--- src/rtl/activation_pipe.sv ---
`timescale 1ns/1ps
`default_nettype none
// ============================================================================
//  Module   : activation_pipe
//  Purpose  : Multi-mode activation unit that sits between the systolic-array
//             output and the output buffer / pooling stage. Each DWIDTH lane
//             of a LANES-wide vector can be bypassed, or passed through ReLU,
//             leaky ReLU or clamped ReLU. Lanes can be zeroed individually
//             with a validity mask. The unit has a 2-stage pipeline, counts a
//             programmed number of vectors per run, and raises a done level
//             once every vector of the run has been output.
//  Ports    :
//    clk                 in   rising-edge clock
//    reset               in   asynchronous reset, active low
//    enable_activation   in   0 = whole block is a combinational pass-through
//    start               in   1-cycle pulse: latch config and begin a run
//    mode                in   00 bypass, 01 ReLU, 10 leaky ReLU, 11 clamp
//    leak_shift          in   leaky ReLU: negative x becomes x >>> leak_shift
//    clamp_val           in   clamp ReLU: upper bound (unsigned)
//    num_vectors         in   number of vectors in a run
//    in_data_available   in   inp_data is valid this cycle
//    inp_data            in   input vector, lane 1 in the least significant bits
//    validity_mask       in   bit i-1 = 0 forces lane i to zero
//    out_data            out  activated vector
//    out_data_available  out  out_data is valid this cycle
//    done_activation     out  run complete (level)
//  Revision : 1.0 - initial release
// ============================================================================
module activation_pipe #(
  parameter int DWIDTH    = 8,
  parameter int LANES     = 4,
  parameter int CNT_WIDTH = 8
) (
  input  logic                    clk,
  input  logic                    reset,
  input  logic                    enable_activation,
  input  logic                    start,
  input  logic [1:0]              mode,
  input  logic [2:0]              leak_shift,
  input  logic [DWIDTH-1:0]       clamp_val,
  input  logic [CNT_WIDTH-1:0]    num_vectors,
  input  logic                    in_data_available,
  input  logic [LANES*DWIDTH-1:0] inp_data,
  input  logic [LANES-1:0]        validity_mask,
  output logic [LANES*DWIDTH-1:0] out_data,
  output logic                    out_data_available,
  output logic                    done_activation
);

  localparam logic [1:0] MODE_BYPASS = 2'b00;
  localparam logic [1:0] MODE_RELU   = 2'b01;
  localparam logic [1:0] MODE_LEAKY  = 2'b10;
  localparam logic [1:0] MODE_CLAMP  = 2'b11;

  typedef enum logic [1:0] {
    IDLE = 2'd0,
    RUN  = 2'd1,
    DONE = 2'd2
  } state_t;

  state_t                 state;
  logic                   done_q;

  // Configuration latched at start so the run is immune to input changes.
  logic [1:0]             cfg_mode;
  logic [2:0]             cfg_shift;
  logic [DWIDTH-1:0]      cfg_clamp;
  logic [CNT_WIDTH-1:0]   cfg_num;

  logic [CNT_WIDTH-1:0]   in_cnt;
  logic [CNT_WIDTH-1:0]   out_cnt;
  logic [CNT_WIDTH-1:0]   out_cnt_next;

  logic                   s1_valid;
  logic [LANES*DWIDTH-1:0] s1_data;
  logic [LANES-1:0]       s1_mask;
  logic                   s2_valid;
  logic [LANES*DWIDTH-1:0] s2_data;

  logic [LANES*DWIDTH-1:0] act_vec;
  logic                   accept;

  // A start pulse never coincides with acceptance: acceptance needs RUN,
  // and the state only becomes RUN on the edge that samples start.
  assign accept       = in_data_available && (state == RUN) && (in_cnt < cfg_num);
  assign out_cnt_next = out_cnt + 1'b1;

  // --------------------------------------------------------------------------
  // Per-lane activation on stage-1 data
  // --------------------------------------------------------------------------
  generate
    for (genvar l = 0; l < LANES; l++) begin : g_lane
      logic signed [DWIDTH-1:0] x;
      logic        [DWIDTH-1:0] act;

      assign x = s1_data[l*DWIDTH +: DWIDTH];

      always_comb begin
        act = x;
        if (!s1_mask[l]) begin
          act = '0;
        end else begin
          case (cfg_mode)
            MODE_BYPASS: act = x;
            MODE_RELU:   act = x[DWIDTH-1] ? '0 : x;
            // Arithmetic shift keeps the sign, so it rounds toward -inf.
            MODE_LEAKY:  act = x[DWIDTH-1] ? (x >>> cfg_shift) : x;
            // x is non-negative in the compare branch, so an unsigned
            // compare against the unsigned bound is exact.
            MODE_CLAMP:  act = x[DWIDTH-1] ? '0 :
                               (($unsigned(x) > cfg_clamp) ? cfg_clamp : x);
            default:     act = x;
          endcase
        end
      end

      assign act_vec[l*DWIDTH +: DWIDTH] = act;
    end
  endgenerate

  // --------------------------------------------------------------------------
  // Control FSM, counters and pipeline registers
  // --------------------------------------------------------------------------
  always_ff @(posedge clk or negedge reset) begin
    if (!reset) begin
      state     <= IDLE;
      done_q    <= 1'b0;
      cfg_mode  <= '0;
      cfg_shift <= '0;
      cfg_clamp <= '0;
      cfg_num   <= '0;
      in_cnt    <= '0;
      out_cnt   <= '0;
      s1_valid  <= 1'b0;
      s1_data   <= '0;
      s1_mask   <= '0;
      s2_valid  <= 1'b0;
      s2_data   <= '0;
    end else begin
      s1_valid <= accept;
      if (accept) begin
        s1_data <= inp_data;
        s1_mask <= validity_mask;
        in_cnt  <= in_cnt + 1'b1;
      end

      // Output register holds zero whenever no vector is presented.
      s2_valid <= s1_valid;
      s2_data  <= s1_valid ? act_vec : '0;

      case (state)
        IDLE, DONE: begin
          if (start) begin
            cfg_mode  <= mode;
            cfg_shift <= leak_shift;
            cfg_clamp <= clamp_val;
            cfg_num   <= num_vectors;
            in_cnt    <= '0;
            out_cnt   <= '0;
            if (num_vectors == '0) begin
              state  <= DONE;
              done_q <= 1'b1;
            end else begin
              state  <= RUN;
              done_q <= 1'b0;
            end
          end
        end
        RUN: begin
          if (s2_valid) begin
            out_cnt <= out_cnt_next;
            if (out_cnt_next == cfg_num) begin
              state  <= DONE;
              done_q <= 1'b1;
            end
          end
        end
        default: begin
          state  <= IDLE;
          done_q <= 1'b0;
        end
      endcase
    end
  end

  // --------------------------------------------------------------------------
  // Outputs: with the block disabled everything is a wire-through.
  // --------------------------------------------------------------------------
  assign out_data           = enable_activation ? s2_data  : inp_data;
  assign out_data_available = enable_activation ? s2_valid : in_data_available;
  assign done_activation    = enable_activation ? done_q   : 1'b1;

endmodule
`default_nettype wire

--- config.mk ---
export PLATFORM = sky130hd
export DESIGN_NAME = activation_pipe
export DESIGN_NICKNAME = d
export VERILOG_FILES = /design/src/rtl/activation_pipe.sv
export SDC_FILE = /design/constraint.sdc
export NUM_CORES = 1
export LEC_CHECK = 0
export BUFFER_PORTS_ARGS = -buffer_cell sky130_fd_sc_hd__buf_2
export CORE_UTILIZATION = 59
export CTS_CLUSTER_DIAMETER = 40
export CTS_CLUSTER_SIZE = 8
export DETAILED_ROUTE_END_ITERATION = 7
export HOLD_SLACK_MARGIN = 0.15
export PLACE_DENSITY = 0.78
export SYNTH_ARGS = -nofsm -noshare
export SYNTH_HDL_FRONTEND = slang
export SYNTH_SLANG_ARGS = --single-unit
--- constraint.sdc ---
create_clock -name clk -period 3.03 [get_ports clk]
set_clock_uncertainty 0.15 [all_clocks]
set_input_delay 0.303 -clock clk [delete_from_list [all_inputs] [get_ports clk]]
set_output_delay 0.303 -clock clk [all_outputs]
set_load 0.03 [all_outputs]
### Word level (Yosys, flattened, before mapping)

Index checks and enable logic that the tools add are counted.

* flip-flop bits (word level): 110
* input bits: 62
* memory bits (read-only): 0
* memories: 0
* bits in writable memories: 0
* latch bits: 0
* output and inout port bits: 34

* equality and inequality tests: 9
* $mul: 0
* bitwise logic cells: 0
* shifts and indexed selects: 4
* magnitude comparators: 5
* $add $sub $neg: 2
* reductions and logical operators: 10
* mux-type cells: 44
* divide/modulo/power cells: 0

Operators by type and width (number)
* 8-bit two-way mux: 21
* 8-bit case mux with 4 select lines: 4
* 32-bit two-way mux: 2
* 8-bit > comparator: 4
* 8-bit by 3-bit >>> shifter with 8-bit output: 4
* 7-bit two-way mux: 4
* 8-bit by 1-bit adder with 8-bit output (second input constant): 2
* 8-bit case mux with 2 select lines: 1
* 8-bit equality test: 1
* 8-bit logical NOT: 1
* 8-bit less-than comparator: 1
* 2-bit two-way mux: 4
* 2-bit equality test (second input constant): 3
* 1-bit two-way mux: 6
* 3-bit AND reduction: 2
* 2-bit by 1-bit equality test with 1-bit output (second input constant): 2
* 2-bit logical NOT: 2
* 2-bit inequality test (second input constant): 2
* 2-bit case mux with 2 select lines: 1
* 1-bit logical AND: 2
* 2-bit by 1-bit inequality test with 1-bit output (second input constant): 1
* 1-bit case mux with 2 select lines: 1
* 2-bit AND reduction: 1
* 2-bit nonzero test: 1
* 2-bit OR reduction: 1

### Logic depth before layout (Yosys ltp)

Gate-level depths: netlist (run 1).

* word-level depth: 6
* mapped depth: 12
* depth with buffers taken out: 9

### Worst setup path after synthesis (run 1)

Ideal clock, no wire load.

* kind: reg-to-reg
* start point: register cfg_clamp[2]
* end point: register s2_data[30]
* arrival: 1.963 ns
* stages on the path, launching flop included: 9
* slack: 0.788 ns
* setup time: 0.129 ns
* path through: dfrtp_1 -> inv_1 -> ha_1 -> and4b_1 -> a211oi_1 -> o22ai_2 -> mux2_2 -> a221oi_1 -> nor3_1

* cells in the longest elaborated chain, start to end: 6

Ends and longest elaborated chain
* start: declaration: RTL line 67 `logic [DWIDTH-1:0] cfg_clamp;`
* start signal: assignment: RTL line 156 `cfg_clamp <= clamp_val;`
* 8-bit > comparator: RTL line 111 `(($unsigned(x) > cfg_clamp) ? cfg_clamp : x);`
* 8-bit two-way mux: RTL line 111
* 8-bit two-way mux: RTL line 110 `MODE_CLAMP: act = x[DWIDTH-1] ? '0 :`
* 8-bit case mux with 4 select lines: RTL line 103 `case (cfg_mode)`
* 8-bit two-way mux: RTL line 100 `if (!s1_mask[l]) begin`
* 32-bit two-way mux: RTL line 149 `s2_data <= s1_valid ? act_vec : '0;`
* end signal: assignment: RTL line 149
* end: declaration: RTL line 78 `logic [LANES*DWIDTH-1:0] s2_data;`

No other way between the ends.
A chain may end at the register's enable or synchronous reset.

### Worst setup path in the final report (run 1)

Same ends and word-level chain as after synthesis.

==> results of run 1 <==
-- routing by layer --
metal  routed length [µm]  up-vias  GRT usage [%]
li1                     -     3185              -
met1                 8935     3386          43.43
met2                10910      373          59.16
met3                 1798       90          10.02
met4                  971        0          19.22
met5                    0        -              0
-- registers in the layout, summed over array words and instances, names as in the netlist --
name       cells
in_cnt         8
out_cnt        8
cfg_mode       2
cfg_shift      3
s1_data       32
cfg_clamp      8
s2_data       32
cfg_num        8
s1_mask        4
s1_valid       1
s2_valid       1
state          2
-- how the worst min path moves through the flow --
stage               cells after the start  startpoint                        to
finish                                  3       start    out_cnt[2]$_DFFE_PN0P_
floorplan                               0       reset  cfg_clamp[0]$_DFFE_PN0P_
global placement                        1       reset    out_cnt[5]$_DFFE_PN0P_
detailed placement                      1       reset    out_cnt[5]$_DFFE_PN0P_
global route                            3       start    out_cnt[2]$_DFFE_PN0P_
CTS                                     3       start    out_cnt[2]$_DFFE_PN0P_
-- per-stage QoR --
| step | util [%] | setup slack (ns) | power (W) | hold WS, ns |
|---|---|---|---|---|
| 4_1_cts | 74.18 | 0.3423 | 0.009736 | 0.1704 |
| 3_5_place_dp | 66.93 | 0.3595 | 0.008391 | 0.2203 |
| 2_1_floorplan | - | 0.7880 | 0.006826 | -0.1426 |
| 6_report | 74.20 | 0.3181 | 0.009903 | 0.1758 |
| 3_3_place_gp | 66.93 | 0.4461 | 0.008169 | 0.2075 |
| 5_1_grt | 74.20 | 0.1929 | 0.01055 | 0.1864 |
-- cell usage after synthesis, types with 3 or more instances --
| library cell | instances |
|---|---|
| nor2b_1 | 9 |
| mux2_2 | 60 |
| nor3_1 | 9 |
| nand4b_1 | 3 |
| nor2_1 | 61 |
| and3_1 | 6 |
| a221oi_1 | 5 |
| o21ai_0 | 51 |
| buf_6 | 5 |
| clkbuf_1 | 34 |
| xnor2_1 | 9 |
| nand3_1 | 21 |
| nand4_1 | 20 |
| o31ai_1 | 7 |
| o211ai_1 | 11 |
| a211oi_1 | 6 |
| buf_1 | 3 |
| o21a_1 | 3 |
| maj3_1 | 3 |
| o22ai_1 | 13 |
| a31oi_1 | 3 |
| dfrtp_1 | 109 |
| nor3b_1 | 4 |
| nand2b_1 | 15 |
| ha_1 | 41 |
| mux2i_1 | 25 |
| and2_1 | 7 |
| inv_1 | 33 |
| xor2_1 | 4 |
| buf_2 | 9 |
| a41o_1 | 3 |
| a21o_1 | 6 |
| mux4_2 | 16 |
| nand2_1 | 80 |
| a21oi_1 | 57 |
| mux2_4 | 8 |
-- kinds of logic after synthesis --
group	after synthesis
simple gates	244
compound gates	188
mux	109
flops	109
buf+inv	87
fa+ha+maj	44
xor+xnor	13
-- worst max-delay path, cell delays in order, from the launching register on --
cell	delay [ns]
dfrtp_1	0.49
inv_1	0.23
ha_1	0.38
and4b_1	0.20
a211oi_1	0.28
o22ai_2	0.22
mux2_2	0.31
a221oi_1	0.24
nor3_1	0.07
-- power groups by stage --
stage | Clock (W) | Sequential [W] | Combinational [W]
2_1_floorplan | 0 | 0.00251 | 0.00432
3_3_place_gp | 0 | 0.00293 | 0.00524
3_5_place_dp | 0 | 0.00296 | 0.00543
4_1_cts | 0.00127 | 0.00294 | 0.00552
5_1_grt | 0.00133 | 0.00305 | 0.00617
6_report | 0.00125 | 0.00300 | 0.00565
-- cell type report --
type	count	area (µm²)	share of cell area [%]
Multi-Input combinational cell	598	4423	48.61
Sequential cell	109	2728	29.98
Timing Repair Buffer	181	1294	14.22
Clock buffer	10	239.0	2.627
Tap cell	168	210.2	2.310
Inverter	34	132.6	1.458
Clock inverter	6	70.07	0.7701
Antenna cell	1	2.502	0.02750
==> flow_metrics.py, run 1 <==
metrics = {
    "die": {
        "fp.dieArea_um2": 13250,
        "fp.coreArea_um2": 12260,
        "die_w_um": 115.1,
        "fp.dieH_um": 115.1,
        "initial_core_util_pct": 61.56,
        "ios": 96,
        "rows": 40,
    },
    "cts": {
        "postCtsSetupBuffers": 0,
        "cts_resized": 0,
        "cts_hold_buf": 58,
        "clock-sinks": 109,
        "cts_tree": "built",
        "clk_pin_slew_ns": 0.08,
        "root_buffer": "clkbuf_16",
        "clock_path_buffers": 2,
        "numCtsBuffers": 9,
        "clk-insertion-delay-late_ns": 0.38,
        "h-tree-depth": 3,
    },
    "logic_synthesis": {
        "ys_types": 64,
        "synthXorXnorAreaFrac_pct": 1.508,
        "synth_fa_ha_area_share_pct": 7.194,
        "synth_top_family_by_area": "multiplexers",
        "yosys.area.top_type": "dfrtp_1",
        "synth_compound_area_share_pct": 15.68,
        "async_reset_ff_share_pct": 100.0,
        "synth_fp_nets": 897,
        "synthesis.area_um2": 7548,
        "syn_avg_cell_area_um2": 9.507,
        "syn_inst": 794,
        "synth_top_area_share_pct": 36.13,
        "yosys.area_share.simple_pct": 15.55,
        "synthFlopType": "dfrtp_1",
        "synth_edf_count": 0,
        "seq_area_frac_synth_pct": 36.13,
        "ys_ff_latch": 109,
        "yosysWarnings": 0,
        "yosys-top-cells-area": "dfrtp_1, mux2_2, ha_1",
        "synth.area.mux_share_pct": 18.63,
    },
    "routing": {
        "drt-total-wl_mm": 22.61,
        "via_per_inst": 6.354,
        "antenna_left": 0,
        "drc": 0,
        "vias": 7034,
        "wire_per_inst_um": 20.42,
        "first_iter_violations": 769,
        "firstDrtPassIters": 6,
    },
    "sta": {
        "finalSetupViolations": 0,
        "finalSetupTns_ns": 0,
        "rsz0062_at_grt": "no",
        "relSlewSlack_pct": 38.01,
        "min_period_ns": 2.712,
        "slew_violations": 0,
        "final.period_utilization_pct": 89.50,
        "worst_pin_slew_ns": 0.9299,
        "hold_viol": 0,
        "fmax_ghz": 0.3687,
    },
    "final_layout": {
        "fin_area_um2": 9099,
        "layout_commonest_cell": "dfrtp_1",
        "fin_nets": 1036,
        "finalNonFillerCells": 1107,
        "fill_cells": 837,
        "most-common-layout-cells": "dfrtp_1, buf_2, nand2_1, nor2_1, mux2_2",
        "layout-drive-gt1-share_pct": 24.73,
        "syn2layout_area_growth_pct": 20.54,
    },
    "pwr": {
        "p_leak_nw": 4.169,
        "pwr-share-clk_pct": 12.7,
        "powerDensity_nw_per_um2": 1088,
        "pwr-share-comb_pct": 57.0,
        "ir_drop_mv": 0.5834,
        "switching_share_pct": 47.12,
        "internal_power_w": 0.005237,
        "seqPwrFrac_pct": 30.3,
        "netSwitchingPower_w": 0.004667,
    },
    "worst_setup_path": {
        "r2r_cells": 8,
        "end_kind": "register",
        "cp-endpoint": "s2_data[30]$_DFF_PN0_",
        "worstPathRequired_ns": 3.14,
        "critPathMaxFanout": 7,
        "regToRegStartpoint": "cfg_clamp[2]$_DFFE_PN0P_",
        "worstSetupPathType": "register to register",
        "cp_data_arrival_time_ns": 2.82,
        "r2r_end": "s2_data[30]$_DFF_PN0_",
        "startpoint": "cfg_clamp[2]$_DFFE_PN0P_",
        "worst_setup_path_start_kind": "register",
        "r2r_setup_slack_ns": 0.32,
    },
    "placement": {
        "place_area_um2": 8207,
        "gp_congestion": 0.9882,
        "placed_cells": 1032,
        "dp_hpwl_mm": 15.44,
        "io_buffers": 95,
    },
    "global_route": {
        "grt_antenna_before_repair": 1,
        "grt_pass1_vias": 6940,
        "grt_max_degree": 62,
        "grt_pass1_wl_mm": 36.05,
        "gr-total-overflow": 0,
        "grt_use_total_pct": 36.10,
    },
    "status": {
        "status": "completed",
    },
    "run": {
        "drv_cap": 0,
    },
    "worst_hold_path": {
        "hold_class": "input port to register",
    },
}
Power figures use the tool's default switching activity.
==> run 2: changes to the inputs <==
CORE_UTILIZATION = 60   (was 59)
CTS_BUF_LIST = sky130_fd_sc_hd__clkbuf_2 sky130_fd_sc_hd__clkbuf_4 sky130_fd_sc_hd__clkbuf_8   (was not set)
PLACE_DENSITY = 0.79   (was 0.78)
==> run 2 against run 1 <==
Non-clock buffer count grew 2. Cell count about the same. Clock-buffer cell count down 1. Via count decreased by 1.2%. Critical endpoint is now s2_data[4]$_DFF_PN0_. Setup slack got worse by 0.11 ns. Clock power decreased by 24%. Core utilization fell by 0.21 points. Worst hold slack improved by 0.16 ns. First-iteration DRC count shrank 3.9%. Wire length decreased by 1.9%. Sequential share of layout area rose by 0.33 points.
==> flow_metrics.py, run 2 (same netlist as run 1, synthesis figures left out) <==
metrics = {
    "placement": {
        "io_buffers": 95,
        "dp_hpwl_mm": 15.26,
        "place_area_um2": 8202,
        "gp_congestion": 1.004,
    },
    "pwr": {
        "pwr-share-comb_pct": 59.0,
        "switching_share_pct": 48.27,
        "powerDensity_nw_per_um2": 1064,
        "ir_drop_mv": 0.6159,
        "seqPwrFrac_pct": 31.2,
        "internal_power_w": 0.004955,
        "netSwitchingPower_w": 0.004623,
        "p_leak_nw": 4.116,
        "pwr-share-clk_pct": 9.9,
    },
    "sta": {
        "hold_viol": 0,
        "slew_violations": 0,
        "finalSetupViolations": 0,
        "rsz0062_at_grt": "no",
        "final.period_utilization_pct": 92.98,
        "fmax_ghz": 0.3550,
        "worst_pin_slew_ns": 0.9034,
        "relSlewSlack_pct": 39.77,
        "finalSetupTns_ns": 0,
        "min_period_ns": 2.817,
        "hold_ws_ns": 0.3391,
    },
    "cts": {
        "h-tree-depth": 3,
        "clock_path_buffers": 2,
        "cts_tree": "built",
        "numCtsBuffers": 9,
        "clk_pin_slew_ns": 0.11,
        "clk-insertion-delay-late_ns": 0.41,
        "root_buffer": "clkbuf_8",
        "clock-sinks": 109,
    },
    "global_route": {
        "grt_antenna_before_repair": 0,
        "grt_use_total_pct": 35.25,
        "grt_pass1_wl_mm": 34.97,
        "grt_pass1_vias": 6741,
        "grt_max_degree": 57,
        "gr-total-overflow": 0,
    },
    "worst_setup_path": {
        "max_stage_delay_ns": 0.53,
        "cp_num_buf_inv": 1,
        "critPathMaxFanout": 9,
        "worst_setup_path_start_kind": "register",
        "cp_slowest_cell": "a22oi_2",
        "critical_path.cell_chain": "inv_1 -> ha_1 -> nand3_1 -> o22ai_1 -> o21ai_0 -> a22oi_2 -> mux2i_1 -> a21oi_1",
        "cp_data_arrival_time_ns": 2.94,
        "crit_family": "compound AO/OA/AOI/OAI gates",
        "worstPathRequired_ns": 3.15,
        "worstSetupPathType": "register to register",
        "end_kind": "register",
    },
    "die": {
        "fp.dieArea_um2": 13030,
        "rows": 40,
        "fp.coreArea_um2": 12160,
        "ios": 96,
        "initial_core_util_pct": 62.07,
        "die_w_um": 114.2,
        "fp.dieH_um": 114.2,
    },
    "routing": {
        "via_per_inst": 6.273,
        "first_iter_violations": 739,
        "antenna_left": 0,
        "wire_per_inst_um": 20.02,
        "drc": 0,
        "drt-total-wl_mm": 22.18,
        "firstDrtPassIters": 7,
        "vias": 6950,
    },
    "final_layout": {
        "most-common-layout-cells": "dfrtp_1, buf_2, nand2_1, nor2_1, mux2_2",
        "reg_top3": "s1_data: 32 flops, s2_data: 32 flops",
        "layout_commonest_cell": "dfrtp_1",
        "layout-drive-gt1-share_pct": 24.79,
        "fill_cells": 864,
        "fin_util_pct": 73.99,
        "fin_nets": 1038,
        "diodes": 0,
        "syn2layout_area_growth_pct": 19.21,
        "fin_area_um2": 8999,
    },
    "run": {
        "drv_cap": 0,
    },
    "status": {
        "status": "completed",
    },
    "worst_hold_path": {
        "hold_class": "input port to asynchronous set/reset pin",
    },
}
==> run 2: cell count changes in the layout (fill, tap and decap cells not counted) <==
cell / delta
diode_2: -1
clkinvlp_4: +2
inv_8: +1
clkinv_2: -1
clkbuf_8: +8
buf_12: -1
clkbuf_16: -9
inv_6: -1
dlygate4sd3_1: +1
buf_4: +2
==> run 2: final cells by class <==
cell class	instances	area, µm²	share of cell area [%]
sequential	109	2728	30.31
clock inverter	7	82.58	0.9177
timing repair buffer	183	1299	14.43
tap	168	210.2	2.336
inverter	34	132.6	1.474
clock buffer	9	123.9	1.377
multi-input combinational	598	4423	49.15
==> run 2: power by group through the flow <==
stage	sequential (W)	combinational, W	clock, W
after global placement	0.00292	0.00528	0
after detailed placement	0.00296	0.00547	0
after global routing	0.00305	0.00614	0.00101
final	0.00298	0.00565	0.000944
after CTS	0.00293	0.00556	0.000958
after floorplan	0.00251	0.00432	0
==> run 2: worst paths after layout <==
kind	startpoint	endpoint	slack, ns	cells past startpoint
worst max-delay path	cfg_clamp[2]$_DFFE_PN0P_	s2_data[4]$_DFF_PN0_	0.21	8
max in group asynchronous	reset	s1_data[8]$_DFFE_PN0P_	1.63	3
min in group clk	in_data_available	in_cnt[3]$_DFF_PN0_	0.40	6
worst min register to register	s1_mask[0]$_DFFE_PN0P_	s1_mask[0]$_DFFE_PN0P_	0.40	1
worst min-delay path	reset	out_cnt[2]$_DFFE_PN0P_	0.34	2
worst max register to register	cfg_clamp[2]$_DFFE_PN0P_	s2_data[4]$_DFF_PN0_	0.21	8
==> run 2: worst register-to-register path: stages (launching register included) <==
cell	delay [ns]
dfrtp_1	0.52
inv_1	0.22
ha_1	0.36
nand3_1	0.11
o22ai_1	0.17
o21ai_0	0.13
a22oi_2	0.53
mux2i_1	0.39
a21oi_1	0.12
==> run 2: metrics by stage <==
stage          std cells  setup slack, ns  total power [W]
6_report            1108           0.2128         0.009578
3_3_place_gp        1033           0.3791         0.008201
4_1_cts             1108           0.2596         0.009454
2_1_floorplan        794           0.7880         0.006826
3_5_place_dp        1033           0.2733         0.008428
5_1_grt             1108           0.1690          0.01020
==> run 2: layer usage <==
metal  global-route usage, %  part of all wire, %
met4                   14.03                  3.2
met2                   58.46                   48
met3                   6.088                  7.1
met5                       0                    0
met1                   46.07                   42
==> run 2: what timing repair did <==
action,4_1_cts,5_1_grt
setup buffers,0,0
gates resized for setup,0,0
endpoints found under the setup margin,0,0
hold buffers,59,0
hold endpoints to repair,112,0
